## config.mk

```make
export PLATFORM = sky130hd
export DESIGN_NAME = chan_bus_master
export DESIGN_NICKNAME = d
export VERILOG_FILES = /design/src/rtl/chan_bus_pkg.sv /design/src/rtl/chan_sel_decode.sv /design/src/rtl/chan_bus_master.sv
export SDC_FILE = /design/constraint.sdc
export NUM_CORES = 1
export LEC_CHECK = 0
export CAP_MARGIN = 20
export CORE_MARGIN = 2
export CORE_UTILIZATION = 50
export CTS_CLUSTER_SIZE = 25
export DETAILED_ROUTE_END_ITERATION = 10
export HOLD_SLACK_MARGIN = 0.12
export PLACE_DENSITY = 0.81
export SLEW_MARGIN = 30
export SYNTH_ARGS = -nofsm -noshare
export SYNTH_HDL_FRONTEND = slang
export SYNTH_SLANG_ARGS = --single-unit
export TNS_END_PERCENT = 20
```

## constraint.sdc

```tcl
create_clock -name clk -period 2.01 [get_ports clk]
set_input_delay 0.603 -clock clk [delete_from_list [all_inputs] [get_ports clk]]
set_output_delay 0.603 -clock clk [all_outputs]
set_load 0.01 [all_outputs]
```

## src/rtl/chan_bus_pkg.sv

```systemverilog
// Shared types and helpers for the I/O channel bus initiator.
package chan_bus_pkg;

  // Request operation codes as presented on req_op.
  typedef enum logic [1:0] {
    OP_READ  = 2'd0,
    OP_WRITE = 2'd1,
    OP_CLEAR = 2'd2,
    OP_BAD   = 2'd3
  } op_t;

  // Bus master sequencing states; the second strobe/hold pair is used only by WRITE.
  typedef enum logic [2:0] {
    ST_IDLE    = 3'd0,
    ST_SETUP   = 3'd1,
    ST_STROBE  = 3'd2,
    ST_HOLD    = 3'd3,
    ST_STROBE2 = 3'd4,
    ST_HOLD2   = 3'd5,
    ST_DONE    = 3'd6
  } state_t;

  // Channel addresses of the responders on this bus (two octal digits).
  localparam logic [5:0] CH05 = 6'o05;
  localparam logic [5:0] CH06 = 6'o06;
  localparam logic [5:0] CH11 = 6'o11;
  localparam logic [5:0] CH12 = 6'o12;
  localparam logic [5:0] CH32 = 6'o32;

  // One octal digit to an 8-line one-hot-low select.
  function automatic logic [7:0] oct_sel_n(input logic [2:0] digit);
    return ~(8'h01 << digit);
  endfunction

endpackage

```

## src/rtl/chan_sel_decode.sv

```systemverilog
// Registered channel-select decoder: drives XT/XB one-hot-low lines, all high when disabled.
module chan_sel_decode
  import chan_bus_pkg::*;
(
  input  logic       clk,
  input  logic       rst,
  input  logic       en,
  input  logic [5:0] chan,
  output logic [7:0] xt,
  output logic [7:0] xb
);

  // Register the decoded tens/units digits, or idle levels when the bus is not in use.
  always_ff @(posedge clk or negedge rst) begin
    if (!rst) begin
      xt <= 8'hFF;
      xb <= 8'hFF;
    end else if (en) begin
      xt <= oct_sel_n(chan[5:3]);
      xb <= oct_sel_n(chan[2:0]);
    end else begin
      xt <= 8'hFF;
      xb <= 8'hFF;
    end
  end

endmodule

```

## src/rtl/chan_bus_master.sv

```systemverilog
// I/O channel bus initiator: sequences select, strobe and write-line timing for one request.
module chan_bus_master
  import chan_bus_pkg::*;
#(
  parameter int SETUP_CYC  = 2,
  parameter int STROBE_CYC = 2,
  parameter int HOLD_CYC   = 1,
  parameter int DATA_W     = 16
) (
  input  logic              clk,
  input  logic              rst,
  input  logic              req_valid,
  output logic              req_ready,
  input  logic [1:0]        req_op,
  input  logic [5:0]        req_chan,
  input  logic [DATA_W-1:0] req_data,
  input  logic              gojam,
  output logic [7:0]        XT_,
  output logic [7:0]        XB_,
  output logic [DATA_W-1:0] CHWL_,
  output logic              CCHG_,
  output logic              WCHG_,
  output logic              RCHG_,
  input  logic [DATA_W-1:0] CHOR_,
  output logic              rsp_valid,
  output logic              rsp_err,
  output logic [DATA_W-1:0] rsp_data
);

  // Phase counters are 3 bits wide, so each phase must last 1..8 cycles.
  if (SETUP_CYC < 1 || SETUP_CYC > 8 || STROBE_CYC < 1 || STROBE_CYC > 8 ||
      HOLD_CYC < 1 || HOLD_CYC > 8) begin : g_bad_phase_len
    $error("chan_bus_master: SETUP_CYC/STROBE_CYC/HOLD_CYC must be within 1..8");
  end

  localparam logic [2:0] SETUP_LD  = 3'(SETUP_CYC - 1);
  localparam logic [2:0] STROBE_LD = 3'(STROBE_CYC - 1);
  localparam logic [2:0] HOLD_LD   = 3'(HOLD_CYC - 1);

  state_t              state_reg;
  logic [2:0]          cnt_reg;
  op_t                 op_reg;
  logic [5:0]          chan_reg;
  logic [DATA_W-1:0]   data_reg;
  logic [DATA_W-1:0]   rd_cap_reg;
  logic                ready_reg;
  logic                cchg_reg;
  logic                wchg_reg;
  logic                rchg_reg;
  logic                rsp_valid_reg;
  logic                rsp_err_reg;
  logic [DATA_W-1:0]   rsp_data_reg;
  logic [DATA_W-1:0]   chwl_reg;

  logic                accept;
  logic                sel_en;
  logic                wr_src;
  logic [5:0]          chan_src;
  logic [DATA_W-1:0]   data_src;

  assign accept   = (state_reg == ST_IDLE) && req_valid && ready_reg && !gojam;
  assign chan_src = (state_reg == ST_IDLE) ? req_chan : chan_reg;
  assign data_src = (state_reg == ST_IDLE) ? req_data : data_reg;
  assign wr_src   = (state_reg == ST_IDLE) ? (op_t'(req_op) == OP_WRITE) : (op_reg == OP_WRITE);

  // Decide whether the bus is still addressed in the coming cycle (selects and write lines).
  always_comb begin
    sel_en = 1'b0;
    case (state_reg)
      ST_IDLE:    sel_en = accept && (op_t'(req_op) != OP_BAD);
      ST_SETUP,
      ST_STROBE,
      ST_STROBE2: sel_en = !gojam;
      ST_HOLD:    sel_en = !gojam && !((cnt_reg == 3'd0) && (op_reg != OP_WRITE));
      ST_HOLD2:   sel_en = !gojam && (cnt_reg != 3'd0);
      default:    sel_en = 1'b0;
    endcase
  end

  chan_sel_decode u_sel (
    .clk  (clk),
    .rst  (rst),
    .en   (sel_en),
    .chan (chan_src),
    .xt   (XT_),
    .xb   (XB_)
  );

  // Write lines carry inverted data only while a WRITE is addressing the bus.
  always_ff @(posedge clk or negedge rst) begin
    if (!rst) begin
      chwl_reg <= '1;
    end else begin
      chwl_reg <= (sel_en && wr_src) ? ~data_src : '1;
    end
  end

  // Sequencer: phase counting, strobe generation, read capture and response.
  always_ff @(posedge clk or negedge rst) begin
    if (!rst) begin
      state_reg     <= ST_IDLE;
      cnt_reg       <= 3'd0;
      op_reg        <= OP_READ;
      chan_reg      <= 6'd0;
      data_reg      <= '0;
      rd_cap_reg    <= '0;
      ready_reg     <= 1'b1;
      cchg_reg      <= 1'b1;
      wchg_reg      <= 1'b1;
      rchg_reg      <= 1'b1;
      rsp_valid_reg <= 1'b0;
      rsp_err_reg   <= 1'b0;
      rsp_data_reg  <= '0;
    end else begin
      rsp_valid_reg <= 1'b0;
      cchg_reg      <= 1'b1;
      wchg_reg      <= 1'b1;
      rchg_reg      <= 1'b1;
      if (gojam && state_reg != ST_IDLE && state_reg != ST_DONE) begin
        // Abort: strobes already default high; keep the previous read data.
        state_reg     <= ST_DONE;
        rsp_valid_reg <= 1'b1;
        rsp_err_reg   <= 1'b1;
      end else begin
        case (state_reg)
          ST_IDLE: begin
            ready_reg <= !gojam;
            if (accept) begin
              op_reg    <= op_t'(req_op);
              chan_reg  <= req_chan;
              data_reg  <= req_data;
              ready_reg <= 1'b0;
              if (op_t'(req_op) == OP_BAD) begin
                state_reg     <= ST_DONE;
                rsp_valid_reg <= 1'b1;
                rsp_err_reg   <= 1'b1;
                rsp_data_reg  <= '0;
              end else begin
                state_reg <= ST_SETUP;
                cnt_reg   <= SETUP_LD;
              end
            end
          end
          ST_SETUP: begin
            if (cnt_reg == 3'd0) begin
              state_reg <= ST_STROBE;
              cnt_reg   <= STROBE_LD;
              if (op_reg == OP_READ) rchg_reg <= 1'b0;
              else                   cchg_reg <= 1'b0;
            end else begin
              cnt_reg <= cnt_reg - 3'd1;
            end
          end
          ST_STROBE: begin
            if (cnt_reg == 3'd0) begin
              if (op_reg == OP_READ) rd_cap_reg <= ~CHOR_;
              state_reg <= ST_HOLD;
              cnt_reg   <= HOLD_LD;
            end else begin
              cnt_reg <= cnt_reg - 3'd1;
              if (op_reg == OP_READ) rchg_reg <= 1'b0;
              else                   cchg_reg <= 1'b0;
            end
          end
          ST_HOLD: begin
            if (cnt_reg == 3'd0) begin
              if (op_reg == OP_WRITE) begin
                state_reg <= ST_STROBE2;
                cnt_reg   <= STROBE_LD;
                wchg_reg  <= 1'b0;
              end else begin
                state_reg     <= ST_DONE;
                rsp_valid_reg <= 1'b1;
                rsp_err_reg   <= 1'b0;
                rsp_data_reg  <= (op_reg == OP_READ) ? rd_cap_reg : '0;
              end
            end else begin
              cnt_reg <= cnt_reg - 3'd1;
            end
          end
          ST_STROBE2: begin
            if (cnt_reg == 3'd0) begin
              state_reg <= ST_HOLD2;
              cnt_reg   <= HOLD_LD;
            end else begin
              cnt_reg  <= cnt_reg - 3'd1;
              wchg_reg <= 1'b0;
            end
          end
          ST_HOLD2: begin
            if (cnt_reg == 3'd0) begin
              state_reg     <= ST_DONE;
              rsp_valid_reg <= 1'b1;
              rsp_err_reg   <= 1'b0;
              rsp_data_reg  <= '0;
            end else begin
              cnt_reg <= cnt_reg - 3'd1;
            end
          end
          ST_DONE: begin
            state_reg <= ST_IDLE;
            ready_reg <= !gojam;
          end
          default: state_reg <= ST_IDLE;
        endcase
      end
    end
  end

  assign req_ready = ready_reg;
  assign CHWL_     = chwl_reg;
  assign CCHG_     = cchg_reg;
  assign WCHG_     = wchg_reg;
  assign RCHG_     = rchg_reg;
  assign rsp_valid = rsp_valid_reg;
  assign rsp_err   = rsp_err_reg;
  assign rsp_data  = rsp_data_reg;

endmodule
```

==> results.ini <==
[sta]
fmax_mhz=510.7
worst_pin_slew_ns=0.4804
setup_tns_ns=0
final-setup-viol-count=0
rsz0062_at_grt=false
period_needed_ns=1.958
relSlewSlack_pct=67.74
layout_setup_ws_ns=0.05174
hold_slack_ns=0.1773
timing.final.hold_violations=0
post-route-period-util_pct=97.43
clock_skew_ns=0.01039
slew_violations=0

[final_layout]
mostFrequentLayoutCells=180 x nand2_1, 64 x dfrtp_1, 60 x clkdlybuf4s50_1
nNetsFinal=628
filler_cell_count=697
final_common_cell=nand2_1
final_util_pct=67.75
areaGrowthSynthToFinish_pct=33.18
antennaDiodeCount=0
drive_above_1_share_pct=16.70

[pwr]
p_int_mw=4.697
power.net_switching_mw=2.934
p_sw_share_pct=38.45
vdd_ir_drop_max_v=0.0005376
clkPwrFrac_pct=16.4
p_comb_share_pct=42.3
power.leakage_nw=2.469
powerDensity_nw_per_um2=1304
p_total_mw=7.631
seq_power_share_pct=41.3

[clocking]
holdBufCountCts=0
cts.sinks=100
clk_path_buf_depth=2
cts_tree=done
cts_buffers=9
clock_latency_ns=0.36
path_clk_slew_ns=0.10
htreeDepth=3
cts_root_buf=clkbuf_8

[die]
fp.dieH_um=97.74
core_um2=8636
io_pins=98
core.rowCount=34
start_util_pct=50.87
die_area_um2=9552
die_w_um=97.74

[route]
antenna_left=0
drt_wl_total_mm=10.45
drt_iter0_drc=145
drt_pre_antenna_iters=6
viasPerCell=5.328
wl_per_cell_um=15.04
num_vias=3703
drc_errors=0

[placed_design]
dp_hpwl_mm=7.506
numPortBuffers=97
gp_congestion=0.9025
pre_cts_slack_ns=-0.3414

[grt]
antenna_found_initial=0
grtUsageMet1_pct=29.64
grt_pass1_wl_mm=17.55
grt_max_degree=34
grt_pass1_vias=3671
gr-usage-met2_pct=38.89
grt_remaining_overflow=0
grtUsageMet3_pct=5.512
busiest_layer=met2
grt.total_usage_pct=22.67

[hold_path]
hp-class=primary input to asynchronous set/reset pin

[critical_path]
worstPathMaxFanout=4
endpoint_kind=register
max_stage_delay_ns=0.53
start_kind=primary input
worst_ep_required_time_ns=2.31
cp_data_arrival_time_ns=2.26
crit_chain=clkdlybuf4s50_1, nand2_2, buf_4, a31o_4, o211ai_1, and3b_2, nand2_1
slowest_stage=clkdlybuf4s50_1
critPathKind=primary input to register

[synthesis]
async_reset_ff_share_pct=100.0
yosysWarningCount=0
synth_top_area_share_pct=36.46
yosys-top-cells-area=dfrtp_1 36%, dfstp_2 22%, nand2_1 15%
syn_nets=515
syn_avg_cell_area_um2=9.367
synth_edf_count=0
ys_types=47
synth_ff_type=dfrtp_1
ys_seq_area_share_pct=57.99
syn_area_um2=4393
synth_cells=469
ys_ff_latch=100
synth_area_leader_cell=dfrtp_1

[flow_run]
drv_cap=0

[outcome]
status=completed

-- logic make-up (layout without fill, tap and decap cells) --
group                      count (synthesis)  count (layout)  synth area share [%]
AOI/OAI and AO/OA                         89              89                 13.16
xor gates and xnor gates                   1               1                0.1994
adders and majority gates                  2               2                0.5695
buffers and inverters                     33             151                 3.532
DFF                                      100             100                 57.99
muxes                                      2               2                0.4842
and+or+nand+nor                          242             242                 24.07
-- synthesized netlist by cell type (2+ instances only) --
library cell	number
nand2_1	181
dfrtp_1	64
dfstp_2	36
o21ai_0	23
clkbuf_1	18
a21o_1	17
o21ai_1	16
a21oi_1	14
nor2_1	14
nand3b_1	9
nor3_1	8
nand3_1	7
inv_1	5
nand2b_1	5
nor2b_1	5
buf_2	4
buf_6	3
o22ai_1	3
a221oi_1	2
a22oi_1	2
and3b_1	2
buf_1	2
ha_1	2
nand4_1	2
o31ai_1	2
or3_1	2
-- metal layers --
metal	routed length [µm]	part of all wire (%)
met3	590	5.6
met2	5193	50
met1	4540	43
met4	128	1.2
met5	0	0
-- final timing paths --
kind / start / depth (start not counted) / to / slack [ns]
setup / recovery: req_op[0] / 7 / u_sel.xt[1] / 0.05
max in group asynchronous: rst / 2 / CHWL_[12] / 1.18
hold / removal: rst / 1 / rd_cap_reg[1] / 0.18
hold reg to reg: chan_reg[4] / 2 / chan_reg[4] / 0.49
setup reg to reg: state_reg[1] / 5 / u_sel.xt[1] / 0.11
min in group clk: chan_reg[4] / 2 / chan_reg[4] / 0.49
-- timing repair --
| item | CTS | global route |
|---|---|---|
| endpoints found under the setup margin | 36 | 21 |
| gates resized for setup | 36 | 5 |
| setup buffers | 0 | 0 |
-- per-stage QoR --
step | cell area, µm² | instances
after floorplan | 4393 | 469
after global placement | 5683 | 679
after detailed placement | 5683 | 679
after CTS | 5831 | 695
after global routing | 5851 | 695
final | 5851 | 695
-- power groups by stage --
stage | Sequential (mW) | Clock (mW) | Combinational, mW
2_1_floorplan | 3.23 | 0 | 1.82
3_3_place_gp | 3.16 | 0 | 3.18
3_5_place_dp | 3.19 | 0 | 3.27
4_1_cts | 3.15 | 1.28 | 3.20
5_1_grt | 3.24 | 1.38 | 3.58
6_report | 3.15 | 1.25 | 3.23
-- worst max-delay path, delay by kind of cell --
| kind | cells | cell delay, ns |
|---|---|---|
| AOI/OAI and AO/OA | 2 | 0.45 |
| and+or+nand+nor | 3 | 0.51 |
| buffers and inverters | 2 | 0.70 |
-- layout make-up --
| cell class | count | area, µm² | area share [%] |
|---|---|---|---|
| multi-input cells | 336 | 1723 | 29.45 |
| inverters | 5 | 18.77 | 0.3208 |
| clock buffers | 10 | 137.6 | 2.352 |
| well taps | 108 | 135.1 | 2.310 |
| clock inverters | 6 | 55.05 | 0.9410 |
| repair buffers | 130 | 1234 | 21.09 |
| flip-flops and latches | 100 | 2547 | 43.54 |
(Power assumes the default switching activity.)
